$ cat config.mk
export PLATFORM = sky130hd
export DESIGN_NAME = monitor_and_regulator
export DESIGN_NICKNAME = d
export VERILOG_FILES = /design/src/rtl/monitor_and_regulator.sv
export SDC_FILE = /design/constraint.sdc
export NUM_CORES = 1
export LEC_CHECK = 0
export CAP_MARGIN = 20
export CORE_UTILIZATION = 47
export CTS_CLUSTER_DIAMETER = 200
export CTS_CLUSTER_SIZE = 24
export DETAILED_ROUTE_END_ITERATION = 12
export GPL_TIMING_DRIVEN = 0
export PLACE_DENSITY = 0.78
export SYNTH_ARGS = -nofsm -noshare
export SYNTH_HDL_FRONTEND = slang
export SYNTH_SLANG_ARGS = --single-unit
$ cat constraint.sdc
create_clock -name clk_50MHz -period 5.2 [get_ports clk_50MHz]
set_input_delay 1.3 -clock clk_50MHz [delete_from_list [all_inputs] [get_ports clk_50MHz]]
set_output_delay 1.3 -clock clk_50MHz [all_outputs]
set_load 0.01 [all_outputs]
$ cat src/rtl/monitor_and_regulator.sv
// monitor_and_regulator: counts rising edges of two asynchronous ring
// oscillators over fixed 256-cycle windows. The external count drives a
// Fail flag; the internal count drives a bang-bang duty regulator whose
// duty register D sets the width of the PWM supply-control output PSI.
//
// Phase FSM
//   state     | meaning
//   ST_ACCUM  | counting edges inside the current window
//   ST_UPDATE | one cycle after the window end: Fail and D take new values
module monitor_and_regulator (
  input  logic       clk_50MHz,
  input  logic       rst,
  input  logic       RO_internal,
  input  logic       RO_external,
  input  logic [7:0] Fro_min,
  input  logic [7:0] PSI_min,
  input  logic [7:0] PSI_max,
  input  logic [7:0] PSI_set,
  output logic       Fail,
  output logic       PSI
);

  typedef enum logic {
    ST_ACCUM  = 1'b0,
    ST_UPDATE = 1'b1
  } phase_e;

  phase_e     state_q, state_d;

  logic       ext_s1_q, ext_s2_q, ext_prev_q;
  logic       int_s1_q, int_s2_q, int_prev_q;
  logic       ext_rise, int_rise;

  logic [7:0] win_q, win_d;
  logic       win_end;

  logic [7:0] ext_live_q, ext_live_d;
  logic [7:0] int_live_q, int_live_d;
  logic [7:0] ext_cnt_q, ext_cnt_d;
  logic [7:0] int_cnt_q, int_cnt_d;

  logic [7:0] d_q, d_d;
  logic [7:0] d_step, lim_lo, lim_hi;
  logic       fail_q, fail_d;
  logic       psi_q, psi_d;

  // Two-flop synchronizers plus previous-value flops for edge detection
  always_ff @(posedge clk_50MHz) begin
    if (!rst) begin
      ext_s1_q   <= 1'b0;
      ext_s2_q   <= 1'b0;
      ext_prev_q <= 1'b0;
      int_s1_q   <= 1'b0;
      int_s2_q   <= 1'b0;
      int_prev_q <= 1'b0;
    end else begin
      ext_s1_q   <= RO_external;
      ext_s2_q   <= ext_s1_q;
      ext_prev_q <= ext_s2_q;
      int_s1_q   <= RO_internal;
      int_s2_q   <= int_s1_q;
      int_prev_q <= int_s2_q;
    end
  end

  assign ext_rise = ext_s2_q & ~ext_prev_q;
  assign int_rise = int_s2_q & ~int_prev_q;
  assign win_end  = (win_q == 8'd255);

  // Window counter and edge counters; at window end the live counts,
  // including an edge seen in that same cycle, are latched and restarted
  always_comb begin
    win_d      = win_q + 8'd1;
    ext_live_d = ext_live_q + {7'd0, ext_rise};
    int_live_d = int_live_q + {7'd0, int_rise};
    ext_cnt_d  = ext_cnt_q;
    int_cnt_d  = int_cnt_q;
    if (win_end) begin
      ext_cnt_d  = ext_live_q + {7'd0, ext_rise};
      int_cnt_d  = int_live_q + {7'd0, int_rise};
      ext_live_d = 8'd0;
      int_live_d = 8'd0;
    end
  end

  // Phase FSM next state: a single update cycle follows every window end
  always_comb begin
    state_d = ST_ACCUM;
    if (state_q == ST_ACCUM && win_end) begin
      state_d = ST_UPDATE;
    end
  end

  // Regulator step and clamp; limits are reordered so swapped limits behave
  // the same as ordered ones
  always_comb begin
    lim_lo = (PSI_min < PSI_max) ? PSI_min : PSI_max;
    lim_hi = (PSI_min < PSI_max) ? PSI_max : PSI_min;
    d_step = d_q;
    if (int_cnt_q < PSI_set) begin
      d_step = (d_q == 8'd255) ? 8'd255 : d_q + 8'd1;
    end else if (int_cnt_q > PSI_set) begin
      d_step = (d_q == 8'd0) ? 8'd0 : d_q - 8'd1;
    end
    d_d    = d_q;
    fail_d = fail_q;
    if (state_q == ST_UPDATE) begin
      fail_d = (ext_cnt_q < Fro_min);
      if (d_step < lim_lo) begin
        d_d = lim_lo;
      end else if (d_step > lim_hi) begin
        d_d = lim_hi;
      end else begin
        d_d = d_step;
      end
    end
    psi_d = (win_q < d_q);
  end

  // Counter, latch, regulator and output registers
  always_ff @(posedge clk_50MHz) begin
    if (!rst) begin
      state_q    <= ST_ACCUM;
      win_q      <= 8'd0;
      ext_live_q <= 8'd0;
      int_live_q <= 8'd0;
      ext_cnt_q  <= 8'd0;
      int_cnt_q  <= 8'd0;
      d_q        <= 8'd0;
      fail_q     <= 1'b0;
      psi_q      <= 1'b0;
    end else begin
      state_q    <= state_d;
      win_q      <= win_d;
      ext_live_q <= ext_live_d;
      int_live_q <= int_live_d;
      ext_cnt_q  <= ext_cnt_d;
      int_cnt_q  <= int_cnt_d;
      d_q        <= d_d;
      fail_q     <= fail_d;
      psi_q      <= psi_d;
    end
  end

  assign Fail = fail_q;
  assign PSI  = psi_q;

endmodule

==> metrics.txt <==
worst vdd ir=0.0000922 V; WP buf/inv=3; max layer used=met4; # IOs=38; DRC=0; TritonCTS clock tree=yes; asr flop ratio synth=0; die area=0.00875 sq mm; startpoint types=input pin; antenna cells=0; Placer Congestion=0.865; Seq/Total Area, Yosys=0.290; Sw Pwr=239 uW; crit end category=flip-flop; Final Hold Fails=0; Worst Path Arrival=5200 ps; crit-path cells=clkdlybuf4s50_1 > inv_1 > ha_1 > nand4_1 > or2_2 > buf_2 > nand3_1 > mux2_2 > mux2i_2 > ha_1 > a21o_1 > a21o_1 > a211oi_2 > nor2b_2 > a31oi_4 > o211a_1 > o221a_1; per-cell routed wire length=14.7 microns; skew final=5.64 ps; total grt overflow=0; Routed Wire Length=9120 microns; Primary FF master, synth=dfxtp_1; unrepaired setup endpoints after global routing=false; port bufs=37; hold crit path type=reg2reg; hold path start=ext_s2_q$_SDFF_PN0_; WL met2=4560 microns; total CTS buffers=9; Initial Utilization=0.482; Netlist cell types=58; crit path time final=4990 ps; Post-layout nets=598; CP top delay family=compound AO/OA/AOI/OAI gates; Final HPWL DP=7150 microns; CP max stage cell=clkdlybuf4s50_1; initial antenna violation count=0; WHS Path Cells=1; Via Count=3508; CTS HTree Levels=3; crit path kind=in2reg; DR vias/cell=5.67; floorplan row count=33; f_max=201 MHz; CORE AREA=0.00818 sq mm; Met3 Wirelength=330 microns; Post-Synthesis Cells=462; # hold bufs at CTS=0; fin util=0.569; Worst R2R Setup Slack=1390 ps; register bit total from synthesis=57; combinational share of power=0.143; outcome=finished, final reports clean; crit share post-route=0.959; FF-to-FF End=d_q[2]$_SDFFE_PN0P_; Max-slew headroom=0.610; Final Hold Slack=456 ps; clk_lat worst skew=330 ps; maxcap violations=0; cells on worst reg2reg path=15; max incr delay on CP=460 ps; sw frac=0.250; Final Max Tran Viols=0; Max FO, Critical Path=9; worst-margin pin slew=570 ps; Mean Syn Cell Area=8.53 sq um; P per Cell Area=206 mW/mm^2; Worst-path clk slew=60 ps; sinks on the clock net=57; Post-synth EDFFs=0; P&R area growth vs syn=18.0%; clock tree root driver cell=clkbuf_8; Die H=93.6 microns; vias in the first global route=3421; wl on met1=4020 microns; Syn. warnings=0; Data required, critical path=5420 ps; Pleak=2.20 nW; Syn Nets=550; overall power=957 uW; DRT iter0 DRCs=132; P_int=717 uW; die width=93.6 microns; Routed Antenna Nets=0; share of layout cells above drive strength 1=0.0778; First-pass DRT Iterations=5; largest net degree at the start of global routing=11; clock network power share=0.391; Final setup viols=0; Worst R2R Start=int_cnt_q[5]$_SDFFE_PN0N_; Max Buffers Root-to-Sink=2; worst hold endpoint=ext_prev_q$_SDFF_PN0_; total track usage=0.222; Syn Std Cell Area=0.00394 sq mm; sequential power share=0.466; first-pass GRT wire length=15200 microns
==> worst max path at each step <==
| stage | startpoint | end | slack, ps | depth (start not counted) |
|---|---|---|---|---|
| global placement | PSI_set[3] | d_q[2]$_SDFFE_PN0P_ | -420 | 15 |
| finish | PSI_set[7] | d_q[2]$_SDFFE_PN0P_ | 210 | 17 |
| detailed placement | PSI_set[3] | d_q[2]$_SDFFE_PN0P_ | -470 | 15 |
| floorplan | PSI_set[3] | d_q[2]$_SDFFE_PN0P_ | 620 | 14 |
| CTS | PSI_max[7] | d_q[2]$_SDFFE_PN0P_ | 20 | 15 |
| global route | PSI_set[3] | d_q[6]$_SDFFE_PN0P_ | 30 | 16 |
==> logic make-up after synthesis <==
family,after synthesis,synth area share
XOR/XNOR,18,0.0400
AND/OR/NAND/NOR,159,0.202
buffers and inverters,53,0.0537
multiplexers,11,0.0286
AO/OA/AOI/OAI,112,0.221
adder cells (fa/ha/maj),52,0.165
flip-flops,57,0.290
==> per-stage QoR <==
stage	worst slack (ps)	setup TNS [ps]	std cells	cell area, sq um
5_1_grt	28.4	0	619	4650
4_1_cts	19.3	0	619	4630
3_3_place_gp	-424	-2720	604	4440
6_report	213	0	619	4650
2_1_floorplan	622	0	462	3940
3_5_place_dp	-469	-3180	604	4440
==> routing by layer <==
layer  up-vias  GRT usage
met5         -          0
met1      1655      0.263
met2        78      0.390
met3        16     0.0382
met4         0      0.103
li1       1759          -
==> flip-flops by register name, summed over array words and instances, names as in the netlist <==
name	flops
int_s2_q	1
int_prev_q	1
int_s1_q	1
int_cnt_q	8
ext_cnt_q	8
state_q	1
win_q	8
ext_prev_q	1
Fail	1
int_live_q	8
PSI	1
ext_live_q	8
ext_s1_q	1
ext_s2_q	1
d_q	8
==> area by class of cell <==
class / instances / area (sq um)
plain buffers: 19 / 86.3
clock buffers: 13 / 169
clock inverters: 2 / 12.5
fillers: 733 / 3520
inverters: 34 / 128
multi-input cells: 352 / 2610
flip-flops and latches: 57 / 1140
well taps: 105 / 131
repair buffers: 37 / 370
==> cell usage after synthesis (all sizes together) (4+ instances only) <==
library cell / n / area (sq um)
a21boi: 7 / 52.6
a21o: 10 / 75.1
a21oi: 20 / 111
a32oi: 8 / 70.1
and2: 12 / 75.1
and3: 11 / 68.8
buf: 4 / 27.5
clkbuf: 15 / 56.3
dfxtp: 57 / 1140
ha: 52 / 651
inv: 34 / 128
mux2i: 9 / 90.1
nand2: 45 / 169
nand2b: 4 / 25.0
nand3: 14 / 70.1
nand4: 8 / 50.1
nor2: 39 / 149
nor2b: 7 / 43.8
nor4: 4 / 40.0
o211a: 16 / 160
o21a: 4 / 30.0
o21ai: 15 / 75.1
o31ai: 6 / 50.1
or2: 4 / 25.0
xnor2: 9 / 78.8
xor2: 9 / 78.8
==> power by group through the flow <==
stage	combinational, mW	sequential (mW)	clock (mW)
after CTS	0.135	0.446	0.383
after floorplan	0.0793	0.455	0
after global placement	0.127	0.455	0
after global routing	0.151	0.446	0.408
after detailed placement	0.134	0.456	0
final	0.136	0.446	0.374
==> placed cells by master, fill, tap and decap left out, drive strengths merged, types with 6 or more instances in the layout <==
cell	synthesis	layout
dfxtp	57	57
ha	52	52
nand2	45	45
nor2	39	39
clkdlybuf4s50	0	37
inv	34	34
clkbuf	15	28
a21oi	20	20
o211a	16	16
o21ai	15	15
nand3	14	14
and2	12	12
and3	11	11
a21o	10	10
xnor2	9	9
xor2	9	9
mux2i	9	9
nand4	8	8
a32oi	8	8
nor2b	7	7
a21boi	7	7
o31ai	6	6
==> repair_timing <==
| item | in CTS | in global routing |
|---|---|---|
| setup endpoints to repair | 7 | 7 |
| setup buffers | 0 | 0 |
| cloned | 0 | 0 |
| pin swaps | 0 | 0 |
| resized for setup | 1 | 9 |
Power figures use the tool's default switching activity.
==> edit 1 (config.mk and constraints unchanged) <==
The output `PSI` loses its register stage (`psi_q` becomes a continuous assignment).
--- a/src/rtl/monitor_and_regulator.sv
+++ b/src/rtl/monitor_and_regulator.sv
@@ -128,7 +128,6 @@
       int_cnt_q  <= 8'd0;
       d_q        <= 8'd0;
       fail_q     <= 1'b0;
-      psi_q      <= 1'b0;
     end else begin
       state_q    <= state_d;
       win_q      <= win_d;
@@ -138,9 +137,10 @@
       int_cnt_q  <= int_cnt_d;
       d_q        <= d_d;
       fail_q     <= fail_d;
-      psi_q      <= psi_d;
     end
   end
+
+  assign psi_q = psi_d;
 
   assign Fail = fail_q;
   assign PSI  = psi_q;
Function: no difference found for any inputs over 10 cycles, from zero or initial values and one cycle with rst low; that may be too few to reach the edited logic, so the function may still have changed.
==> edit 1 against the unedited design <==
Synthesized area increased by 0.92%; clock skew is 5.2 ps higher; sequential cell count is 1 lower; largest power group unchanged; total power shrank 13%; register-to-register slack lost 60 ps; setup slack lost 63 ps; cell area increased by 2.3%; wire length rose by 2.0%; non-clock buffer count up 8.
==> edit 1: results (changes against the unedited design) <==
stage	metric	value	unit	change
place	Post-DP HPWL	7200	µm	+0.70%
drt	routed wire length	9300	µm	+2.0%
setup_path	CP arrival	5310	ps	+110 ps
min_path	HP Class	reg -> reg		
logic_synthesis	ys flop type	dfxtp_1		
cells_and_area	Filler cells	709		-3.3%
global_route	vias in the first global route	3403		-0.53%
drt	DR iter-0 viols	123		-6.8%
place	Final GP Congestion	0.865		about the same
setup_path	largest fanout on the critical path	7		-2
logic_synthesis	largest cells by area after synthesis	dfxtp_1 28%, ha_1 16%, nand2_1 4.2%		
drt	drt via density	5.65		-0.23%
cells_and_area	share of cells above drive strength 1	10.9	%	+3.1 points
drt	DR pass1 iterations	4		-1
cells_and_area	number of antenna diodes	0		unchanged
clock_tree	Num CTS Buffers	5		-4
logic_synthesis	sequential fraction of the synthesis area	28.2	%	-0.77 points
logic_synthesis	top cells by count, synth	56 x dfxtp_1, 52 x ha_1, 44 x nand2_1		
drt	via total after detailed routing	3545		+1.1%
place	pre-CTS worst setup slack	-825	ps	-356 ps
global_route	met2 Use GR	39.2	%	+0.26 points
clock_tree	Worst-path clk slew	110	ps	+50 ps
global_route	M1 GR Usage	27.3	%	+0.99 points
floorplan	die span in x	94.0	µm	+0.45%
logic_synthesis	Cell variety after synth	60		+3.4%
setup_path	slowest CP cell	clkdlybuf4s50_1		
timing	clk_skew	10.8	ps	+5.17 ps
status	status	finished clean		
global_route	met3 usage	2.43	%	-1.4 points
pwr	maximum VDD drop	0.000104	V	+13%
place	Port Buffers	36		-2.7%
clock_tree	Clock H-tree levels	2		-1
pwr	switching power	0.229	mW	-4.4%
global_route	largest net degree at the start of global routing	20		+9
logic_synthesis	Avg Inst Size Synth	8.50	µm²	-0.37%
place	placed inst area	4470	µm²	+0.59%
global_route	global-route wire length before repair	15600	µm	+2.7%
global_route	Tot GR Track Use	22.0	%	-0.27 points
logic_synthesis	Synth Net Count	556		+1.1%
timing	Slew headroom	53.3	%	-7.7 points
cells_and_area	final net count	609		+1.8%
pwr	Leak	2.22	nW	+0.83%
global_route	initial antenna violation count	0		unchanged
edit 1: per-layer routing:
layer / part of all wire (%) / routed length (µm)
met1: 45 / 4150
met3: 3.4 / 320
met5: 0 / 0
met4: 2.2 / 202
met2: 50 / 4630
edit 1: power by group through the flow:
stage / Clock, mW / Combinational (mW) / Sequential, mW
floorplan: 0 / 0.0841 / 0.446
global placement: 0 / 0.133 / 0.446
detailed placement: 0 / 0.136 / 0.447
CTS: 0.263 / 0.138 / 0.437
global route: 0.281 / 0.159 / 0.438
finish: 0.256 / 0.142 / 0.437
edit 1: worst max-delay path: cells and delay by family:
kind / cells / cell delay (ps)
buffers and inverters: 4 / 860
adders and majority gates: 2 / 560
AOI/OAI and AO/OA: 4 / 800
and+or+nand+nor: 7 / 1460
muxes: 1 / 310
edit 1: kinds of logic after synthesis:
logic type               after synthesis  synth area share, %
AND/OR/NAND/NOR                      165                 21.1
AO/OA/AOI/OAI                        111                 21.3
flip-flops                            56                 28.2
buffers and inverters                 52                 5.19
adder cells (fa/ha/maj)               52                 16.4
XOR/XNOR                              16                 3.52
multiplexers                          16                 4.34
edit 1: area by class of cell:
type                       count  area [µm²]  area share [%]
buffer                        18        82.6            1.74
clock buffer                   5        68.8            1.45
clock inverter                 3        27.5           0.579
inverter                      34         128            2.68
multi-input combinational    360        2760            58.1
sequential                    56        1120            23.6
tap                          105         131            2.76
timing repair buffer          46         435            9.16
edit 1: repair_timing:
item                       in CTS  in global routing
pin swaps                       1                  8
resized for setup               9                 17
cloned                          0                  1
setup buffers                   2                  7
setup endpoints to repair       8                  8
edit 1: final timing paths:
check | startpoint | endpoint | slack (ps) | cells past startpoint
min reg2reg | ext_s1_q | ext_s2_q | 450 | 1
max | PSI_set[1] | d_q[3] | 150 | 18
min | ext_s1_q | ext_s2_q | 450 | 1
max reg2reg | int_cnt_q[1] | d_q[3] | 1330 | 16
==> edit 2 (config.mk and constraints unchanged) <==
Without the edit above. Put one more register stage on the output `PSI`. The value now appears one clock later. The other outputs are not delayed to match.
--- a/src/rtl/monitor_and_regulator.sv
+++ b/src/rtl/monitor_and_regulator.sv
@@ -143,7 +143,9 @@
   end
 
   assign Fail = fail_q;
-  assign PSI  = psi_q;
+  always_ff @(posedge clk_50MHz) begin
+    PSI <= psi_q;
+  end
 
 endmodule
 
Behaviour: no difference found for any inputs over 10 cycles, from zero or initial values and one cycle with rst low; that may be too few to reach the edited logic, so the function may still have changed.
==> edit 2 against the unedited design <==
Total power is 9.1% higher; setup slack better by 41 ps; cell area is 1.3% higher; largest power group is now the clock network; synthesized area is 0.51% higher; sequential cell count is 1 higher; via count is 0.46% higher; wire length is 1.8% lower; core utilization is 0.77 points higher.
==> edit 2: results (changes against the unedited design) <==
stage	metric	value	unit	change
logic_synthesis	compound-cell area share of the yosys netlist	22.0	%	-0.11 points
timing	Tcrit/Tclk final	95.1	%	-0.78 points
timing	Fin Hold WS	335	ps	-121 ps
logic_synthesis	area share of xor/xnor cells in the synthesized design	3.98	%	-0.020 points
drt	DR pass1 iterations	4		-1
pwr	maximum VDD drop	0.000113	V	+23%
min_path	worst min-delay path startpoint	psi_q		
global_route	Tot GR Track Use	21.7	%	-0.50 points
logic_synthesis	Adder-Cell Fraction of Synth Area	16.4	%	-0.083 points
place	Post-DP HPWL	6860	µm	-4.0%
place	placed inst area	4460	µm²	+0.45%
timing	Slew headroom	62.9	%	+1.9 points
logic_synthesis	largest cells by area after synthesis	dfxtp_1 29%, ha_1 16%, nand2_1 4.3%		
global_route	largest net degree at the start of global routing	12		+1
logic_synthesis	post-synthesis mux area share	2.84	%	-0.014 points
logic_synthesis	top cells by count, synth	58 x dfxtp_1, 52 x ha_1, 45 x nand2_1		
pwr	Final Power	1.04	mW	+9.1%
logic_synthesis	Synth Instances	463		+0.22%
status	status	finished clean		
global_route	vias in the first global route	3300		-3.5%
logic_synthesis	sequential fraction of the synthesis area	29.3	%	+0.36 points
drt	Routed wire per std cell	14.4	µm	-2.1%
place	Final GP Congestion	0.896		+3.6%
min_path	worst hold path depth	0		-1
global_route	global-route wire length before repair	15000	µm	-1.3%
place	pre-CTS worst setup slack	-488	ps	-19.6 ps
drt	M1 WL	3910	µm	-2.7%
min_path	end of the worst hold path	PSI		
place	DP Cell Count	605		+0.17%
pwr	Gate power share	12.8	%	-1.5 points
drt	metal3 WL	484	µm	+47%
cells_and_area	share of cells above drive strength 1	8.14	%	+0.36 points
global_route	met2 Use GR	35.2	%	-3.8 points
global_route	met3 usage	5.02	%	+1.2 points
pwr	sequential power	0.454	mW	+2%
setup_path	Worst Setup SP	PSI_set[5]		
cells_and_area	final net count	599		+0.17%
pwr	Leak	2.23	nW	+1.6%
drt	met2 wire length	4380	µm	-4.0%
logic_synthesis	Synth Net Count	551		+0.18%
pwr	Int Pwr	0.785	mW	+9.4%
clock_tree	Clock H-tree levels	3		unchanged
setup_path	CP arrival	5170	ps	-30 ps
cells_and_area	Filler cells	739		+0.82%
drt	DR iter-0 viols	173		+31%
timing	clk_skew	6.96	ps	+1.32 ps
[edit 2: cell types whose count changed after synthesis]
cell and change:
dfxtp_1 +1
[edit 2: worst register-to-register path: stages (launching register included)]
cell and delay [ps]:
dfxtp_1 320, ha_1 290, nand4_1 170, or2_2 330, buf_2 180, nand3_1 100, mux2_2 330, mux2i_1 270
ha_1 310, a21o_1 190, a21o_1 180, a211oi_2 280, nor2b_4 230, a31oi_4 130, o211a_1 140, o221a_1 210
[edit 2: cell type report]
class / count / area (µm²) / area share [%]
Tap cell: 105 / 131 / 2.79
Buffer: 19 / 86.3 / 1.83
Inverter: 34 / 128 / 2.71
Clock buffer: 9 / 124 / 2.63
Sequential cell: 58 / 1160 / 24.6
Clock inverter: 7 / 93.8 / 1.99
Multi-Input combinational cell: 352 / 2620 / 55.6
Timing Repair Buffer: 37 / 370 / 7.86
[edit 2: repair_timing]
item                       CTS  global route
gates cloned                 0             0
setup endpoints to repair    7             7
setup buffers                0             0
resized for setup            1            10
